==> src/rtl/elevator_car_controller_if.sv <==
// Call-in / status-out bundle between the hall-call decoder side and the car controller.
// The controller uses the slave view; the call source and the observers use the master view.
interface elevator_car_controller_if;
  logic [1:0] up_or_down;
  logic [1:0] call_floor;
  logic [1:0] current_floor;
  logic       motor_up;
  logic       motor_down;
  logic       door_open;
  logic [3:0] pending;
  logic       busy;

  modport master (
    output up_or_down, call_floor,
    input  current_floor, motor_up, motor_down, door_open, pending, busy
  );

  modport slave (
    input  up_or_down, call_floor,
    output current_floor, motor_up, motor_down, door_open, pending, busy
  );
endinterface

==> src/rtl/elevator_car_controller.sv <==
// Four-floor collective-sweep car controller: latches hall calls, times floor-to-floor
// travel and door dwell, and drives motor, door and floor-display outputs.
module elevator_car_controller #(
  parameter int TRAVEL_CYCLES = 50_000_000,
  parameter int DOOR_CYCLES   = 100_000_000,
  parameter int CNT_W         = 27
) (
  input  logic                      clk,
  input  logic                      rst_n,
  elevator_car_controller_if.slave  ctrl
);

  typedef enum logic [1:0] {
    ST_IDLE        = 2'd0,
    ST_MOVING_UP   = 2'd1,
    ST_MOVING_DOWN = 2'd2,
    ST_DOOR_OPEN   = 2'd3
  } state_t;

  localparam logic DIR_UP   = 1'b0;
  localparam logic DIR_DOWN = 1'b1;

  localparam logic [CNT_W-1:0] TRAVEL_LOAD = CNT_W'(TRAVEL_CYCLES - 1);
  localparam logic [CNT_W-1:0] DOOR_LOAD   = CNT_W'(DOOR_CYCLES - 1);

  state_t           r_state;
  logic [1:0]       r_floor;
  logic [3:0]       r_pending;
  logic [CNT_W-1:0] r_timer;
  logic             r_last_dir;

  state_t           w_state_next;
  logic [1:0]       w_floor_next;
  logic [3:0]       w_pending_next;
  logic [CNT_W-1:0] w_timer_next;
  logic             w_last_dir_next;

  logic             w_valid;
  logic             w_same_floor_call;
  logic             w_latch;
  logic [3:0]       w_call_oh;
  logic [3:0]       w_above_mask;
  logic [3:0]       w_below_mask;
  logic             w_above;
  logic             w_below;
  logic             w_go_up;
  logic             w_go_down;
  logic [1:0]       w_step_floor;
  logic [3:0]       w_step_oh;
  logic [3:0]       w_clear_oh;
  logic             w_at_rest;

  // 10 is a reserved decoder code and never counts as a call.
  assign w_valid = (ctrl.up_or_down == 2'b01) || (ctrl.up_or_down == 2'b11);

  genvar gi;
  generate
    for (gi = 0; gi < 4; gi++) begin : g_floor_masks
      assign w_call_oh[gi]    = (ctrl.call_floor == 2'(gi));
      assign w_above_mask[gi] = (r_floor < 2'(gi));
      assign w_below_mask[gi] = (r_floor > 2'(gi));
      assign w_step_oh[gi]    = (w_step_floor == 2'(gi));
    end
  endgenerate

  assign w_above = |(r_pending & w_above_mask);
  assign w_below = |(r_pending & w_below_mask);

  // Keep sweeping the same way while work remains there; otherwise reverse.
  assign w_go_up   = (r_last_dir == DIR_UP)   ? w_above : (w_above && !w_below);
  assign w_go_down = (r_last_dir == DIR_DOWN) ? w_below : (w_below && !w_above);

  assign w_at_rest         = (r_state == ST_IDLE) || (r_state == ST_DOOR_OPEN);
  assign w_same_floor_call = w_valid && (ctrl.call_floor == r_floor);
  assign w_latch           = w_valid && !(w_at_rest && (ctrl.call_floor == r_floor));

  assign w_step_floor = (r_state == ST_MOVING_UP) ? (r_floor + 2'd1) : (r_floor - 2'd1);

  always_comb begin
    w_state_next    = r_state;
    w_floor_next    = r_floor;
    w_timer_next    = r_timer;
    w_last_dir_next = r_last_dir;
    w_clear_oh      = 4'b0000;

    unique case (r_state)
      ST_IDLE: begin
        if (w_same_floor_call) begin
          w_state_next = ST_DOOR_OPEN;
          w_timer_next = DOOR_LOAD;
        end else if (w_go_up) begin
          w_state_next    = ST_MOVING_UP;
          w_timer_next    = TRAVEL_LOAD;
          w_last_dir_next = DIR_UP;
        end else if (w_go_down) begin
          w_state_next    = ST_MOVING_DOWN;
          w_timer_next    = TRAVEL_LOAD;
          w_last_dir_next = DIR_DOWN;
        end
      end

      ST_MOVING_UP, ST_MOVING_DOWN: begin
        if (r_timer == '0) begin
          w_floor_next = w_step_floor;
          if (|(r_pending & w_step_oh)) begin
            w_clear_oh   = w_step_oh;
            w_state_next = ST_DOOR_OPEN;
            w_timer_next = DOOR_LOAD;
          end else begin
            w_timer_next = TRAVEL_LOAD;
          end
        end else begin
          w_timer_next = r_timer - CNT_W'(1);
        end
      end

      ST_DOOR_OPEN: begin
        // A same-floor call holds the door by restarting the dwell.
        if (w_same_floor_call) begin
          w_timer_next = DOOR_LOAD;
        end else if (r_timer == '0) begin
          if (w_go_up) begin
            w_state_next    = ST_MOVING_UP;
            w_timer_next    = TRAVEL_LOAD;
            w_last_dir_next = DIR_UP;
          end else if (w_go_down) begin
            w_state_next    = ST_MOVING_DOWN;
            w_timer_next    = TRAVEL_LOAD;
            w_last_dir_next = DIR_DOWN;
          end else begin
            w_state_next = ST_IDLE;
            w_timer_next = '0;
          end
        end else begin
          w_timer_next = r_timer - CNT_W'(1);
        end
      end

      default: begin
        w_state_next = ST_IDLE;
        w_timer_next = '0;
      end
    endcase
  end

  // Clearing the arrival floor wins over a call for it in the same cycle.
  assign w_pending_next = (r_pending | (w_latch ? w_call_oh : 4'b0000)) & ~w_clear_oh;

  always_ff @(posedge clk or negedge rst_n) begin
    if (!rst_n) begin
      r_state    <= ST_IDLE;
      r_floor    <= 2'd0;
      r_pending  <= 4'b0000;
      r_timer    <= '0;
      r_last_dir <= DIR_UP;
    end else begin
      r_state    <= w_state_next;
      r_floor    <= w_floor_next;
      r_pending  <= w_pending_next;
      r_timer    <= w_timer_next;
      r_last_dir <= w_last_dir_next;
    end
  end

  assign ctrl.current_floor = r_floor;
  assign ctrl.motor_up      = (r_state == ST_MOVING_UP);
  assign ctrl.motor_down    = (r_state == ST_MOVING_DOWN);
  assign ctrl.door_open     = (r_state == ST_DOOR_OPEN);
  assign ctrl.pending       = r_pending;
  assign ctrl.busy          = (r_state != ST_IDLE);

endmodule

==> src/flat_wrapper.sv <==
// flat-port wrapper written by rule: the top's interface ports become plain ports
module elevator_car_controller_flat 
#(
  parameter int TRAVEL_CYCLES = 50_000_000,
  parameter int DOOR_CYCLES   = 100_000_000,
  parameter int CNT_W         = 27
)
  (clk, rst_n, ctrl_up_or_down, ctrl_call_floor, ctrl_current_floor, ctrl_motor_up, ctrl_motor_down, ctrl_door_open, ctrl_pending, ctrl_busy);
  elevator_car_controller_if ctrl_i ();
  input  logic clk;
  input  logic rst_n;
  input wire logic [$bits(ctrl_i.up_or_down)-1:0] ctrl_up_or_down;
  input wire logic [$bits(ctrl_i.call_floor)-1:0] ctrl_call_floor;
  output wire logic [$bits(ctrl_i.current_floor)-1:0] ctrl_current_floor;
  output wire logic [$bits(ctrl_i.motor_up)-1:0] ctrl_motor_up;
  output wire logic [$bits(ctrl_i.motor_down)-1:0] ctrl_motor_down;
  output wire logic [$bits(ctrl_i.door_open)-1:0] ctrl_door_open;
  output wire logic [$bits(ctrl_i.pending)-1:0] ctrl_pending;
  output wire logic [$bits(ctrl_i.busy)-1:0] ctrl_busy;
  assign ctrl_i.up_or_down = ctrl_up_or_down;
  assign ctrl_i.call_floor = ctrl_call_floor;
  assign ctrl_current_floor = ctrl_i.current_floor;
  assign ctrl_motor_up = ctrl_i.motor_up;
  assign ctrl_motor_down = ctrl_i.motor_down;
  assign ctrl_door_open = ctrl_i.door_open;
  assign ctrl_pending = ctrl_i.pending;
  assign ctrl_busy = ctrl_i.busy;
  elevator_car_controller #(.TRAVEL_CYCLES(TRAVEL_CYCLES), .DOOR_CYCLES(DOOR_CYCLES), .CNT_W(CNT_W)) u_core (.clk(clk), .rst_n(rst_n), .ctrl(ctrl_i));
endmodule
==> config.mk <==
export PLATFORM = sky130hd
export DESIGN_NAME = elevator_car_controller_flat
export DESIGN_NICKNAME = d
export VERILOG_FILES = /design/src/rtl/elevator_car_controller_if.sv /design/src/rtl/elevator_car_controller.sv /design/src/flat_wrapper.sv
export SDC_FILE = /design/constraint.sdc
export NUM_CORES = 1
export LEC_CHECK = 0
export ABC_CLOCK_PERIOD_IN_PS = 2900
export CORE_MARGIN = 4
export CORE_UTILIZATION = 54
export CTS_CLUSTER_SIZE = 12
export DETAILED_ROUTE_END_ITERATION = 10
export GPL_ROUTABILITY_DRIVEN = 0
export PLACE_DENSITY = 0.77
export SLEW_MARGIN = 20
export SYNTH_ARGS = -nofsm -noshare
export SYNTH_HDL_FRONTEND = slang
export SYNTH_SLANG_ARGS = --single-unit
==> constraint.sdc <==
create_clock -name clk -period 2.9 [get_ports clk]
set_clock_uncertainty 0.15 [all_clocks]
set_input_delay 0.435 -clock clk [delete_from_list [all_inputs] [get_ports clk]]
set_output_delay 0.435 -clock clk [all_outputs]
set_load 0.005 [all_outputs]
==> flow_summary.toml <==
[status]
run_status = "finished clean"

[min_path]
hold_class = "in -> async"

[sta]
worst_slew_pin_slew_ps = 846
report.final.slew_viol_count = 0
fin_crit_sh = 0.954
tns_ps = 0
slew_headroom = 0.436
setup-violations-final = 0
final.min_clock_period_ps = 2770
final-hold-violation-count = 0
max_freq_mhz = 362
rsz0062_at_grt = "no"

[clock_tree]
cts_tree = "built"
clkTransAtPathRegs_ps = 80
numCtsBuffers = 5
clock_path_buffers = 2
cts_max_level = 2
clock_latency_ps = 300
ctsRootBufferMaster = "clkbuf_8"
cts_sinks = 36
hold_buffers = 0

[synth]
synth.area.top_cells = "dfrtp_1 35%, a21oi_1 5.9%, ha_1 5.9%, nand2_1 3.8%, o22a_1 3.8%"
ys_ff_latch = 36
ys_seq_area_frac = 0.353
post_synth_inst_count = 286
yosysMostFrequentCell = "dfrtp_1"
syn-num-nets = 304
ys.flop_type = "dfrtp_1"
synth_top_area_frac = 0.353
yosys.area.top_type = "dfrtp_1"
synth_edf_count = 0
synth.distinct_cells = 59
synthArstFlopShare = 1.00
post_synth.cell_area_avg_um2 = 8.92
netlist_area_mm2 = 0.00255
ys_top_cells_by_count = "36 x dfrtp_1, 30 x a21oi_1, 26 x nand2_1"
yosys_warnings = 0

[setup_path]
slowest_delay_ps = 590
critPathTopFamily = "simple AND/OR/NAND/NOR gates"
crit_slowest_cell = "or4_4"
path_buf_inv = 1
worstSetupPathType = "reg -> reg"
worstPathCellList = "or4_4 > nor4_4 > buf_4 > and2_1 > o221a_2 > mux2_1"
cp_max_fo = 7
critPathCaptureType = "flop"
r2r_start = "u_core.r_timer[8]"
required_ps = 2930
worstSetupStartpoint = "u_core.r_timer[8]"
worstPathArrival_ps = 2800
crit_path_start_kind = "flop"

[global_route]
top_usage_layer = "met2"
grt_overflow = 0
use_met2 = 0.384
antenna_found_initial = 0
grt_max_degree = 37
grt_use_met1 = 0.306
grt_pass1_vias = 2317
use_met3 = 0.0515
grt_first_pass_wirelength_um = 11100
track_usage = 0.233

[drt]
avgRoutedWirePerCell_um = 17.9
num_vias = 2462
avgViaCountPerCell = 6.65
drcViolationCount = 0
dr.pass1.iters = 5
detail-route-antenna-nets = 0
drtIter0Drc = 174
wl_um = 6620

[floorplanning]
dieArea_mm2 = 0.00589
die_height_um = 76.7
die_x_um = 76.7
start_util = 0.570
rows = 24
pin_count = 16
core_area_mm2 = 0.00447

[final_layout]
layout-drive-gt1-share = 0.148
nNetsFinal = 335
n_antenna_cell = 0
num-fill-cells = 376
regArea_um2 = 901
area_growth_pct = 16.8
fin_area_mm2 = 0.00298
fin_cells = 370
multi_input_area_mm2 = 0.00155

[placed_design]
post_dp_cell_area_mm2 = 0.00285
place_inst = 361
dp_hpwl_um = 4710
portBuffers = 14

[power_and_ir_drop]
ir_drop_mv = 0.215
pwr_density_cell_mw_per_mm2 = 345
p_leak_nw = 1.35

[flow_run]
maxCapViolCount = 0
## worst paths after layout
| path | endpoint | slack (ps) | depth (start not counted) |
|---|---|---|---|
| max | u_core.r_state[1] | 130 | 6 |
| min | u_core.r_last_dir | 90 | 1 |
| max reg2reg | u_core.r_state[1] | 130 | 6 |
| min reg2reg | u_core.r_timer[11] | 340 | 2 |
| min in group clk | u_core.r_timer[11] | 340 | 2 |
| max in group asynchronous | u_core.r_timer[21] | 1970 | 1 |
## layout make-up
type	count	area share
Clock buffer	7	0.0323
Clock inverter	1	0.0101
Inverter	16	0.0202
Multi-Input combinational cell	225	0.520
Sequential cell	36	0.302
Tap cell	52	0.0218
Timing Repair Buffer	33	0.0932
## cells in the final DEF, fill, tap and decap left out, types with 3 or more instances in the layout
cell,synthesis,layout
or3_1,4,4
or4_4,3,3
inv_1,16,16
o221a_2,4,4
nand3_1,7,7
and3_1,4,4
nor2_1,15,15
or4_1,4,4
o22a_1,11,11
clkdlybuf4s50_1,0,13
nor3_1,10,10
a31oi_1,10,10
buf_4,1,19
o21ai_0,15,15
ha_1,12,12
clkbuf_8,0,7
dfrtp_1,36,36
a21oi_1,30,30
nor4_1,10,10
xnor2_1,4,3
nand2b_1,5,5
o31a_1,4,4
nand2_1,26,26
nor4_2,3,3
## per-stage QoR
stage,total power [mW],utilization,setup WS [ps],hold WS (ps)
2_1_floorplan,0.527,-,30.7,-10.6
3_3_place_gp,0.547,0.636,82.3,317
3_5_place_dp,0.548,0.636,70.1,331
4_1_cts,1.04,0.664,125,114
5_1_grt,1.07,0.666,20.0,155
6_report,1.03,0.666,134,87.5
## routing by layer
layer,vias to the layer above,wire (um)
met2,58,3240
met1,1231,3040
met3,9,254
met4,0,80
met5,-,0
li1,1164,-
## where the power goes
part | leakage [nW] | switching [mW] | internal (mW)
registers | 0.423 | 0.00316 | 0.504
clock network | 0.0645 | 0.188 | 0.303
logic | 0.859 | 0.0204 | 0.0103
## what timing repair did
action	4_1_cts	5_1_grt
resized for setup	0	0
buffers inserted	0	1
setup endpoints to repair	0	3
## sequential cells by signal, summed over array words and instances, names as in the netlist
signal	cells
u_core.ctrl.pending	4
u_core.r_last_dir	1
u_core.ctrl.current_floor	2
u_core.r_state	2
u_core.r_timer	27
## kinds of logic (layout without fill, tap and decap cells)
| logic type | Yosys count | after routing | share of synthesized area |
|---|---|---|---|
| buffers and inverters | 25 | 57 | 0.0422 |
| adder cells (fa/ha/maj) | 12 | 12 | 0.0589 |
| AND/OR/NAND/NOR | 102 | 102 | 0.226 |
| multiplexers | 4 | 4 | 0.0216 |
| flip-flops | 36 | 36 | 0.353 |
| XOR/XNOR | 4 | 4 | 0.0137 |
| AO/OA/AOI/OAI | 103 | 103 | 0.284 |
Note: power is estimated with default switching activity, not from simulation.
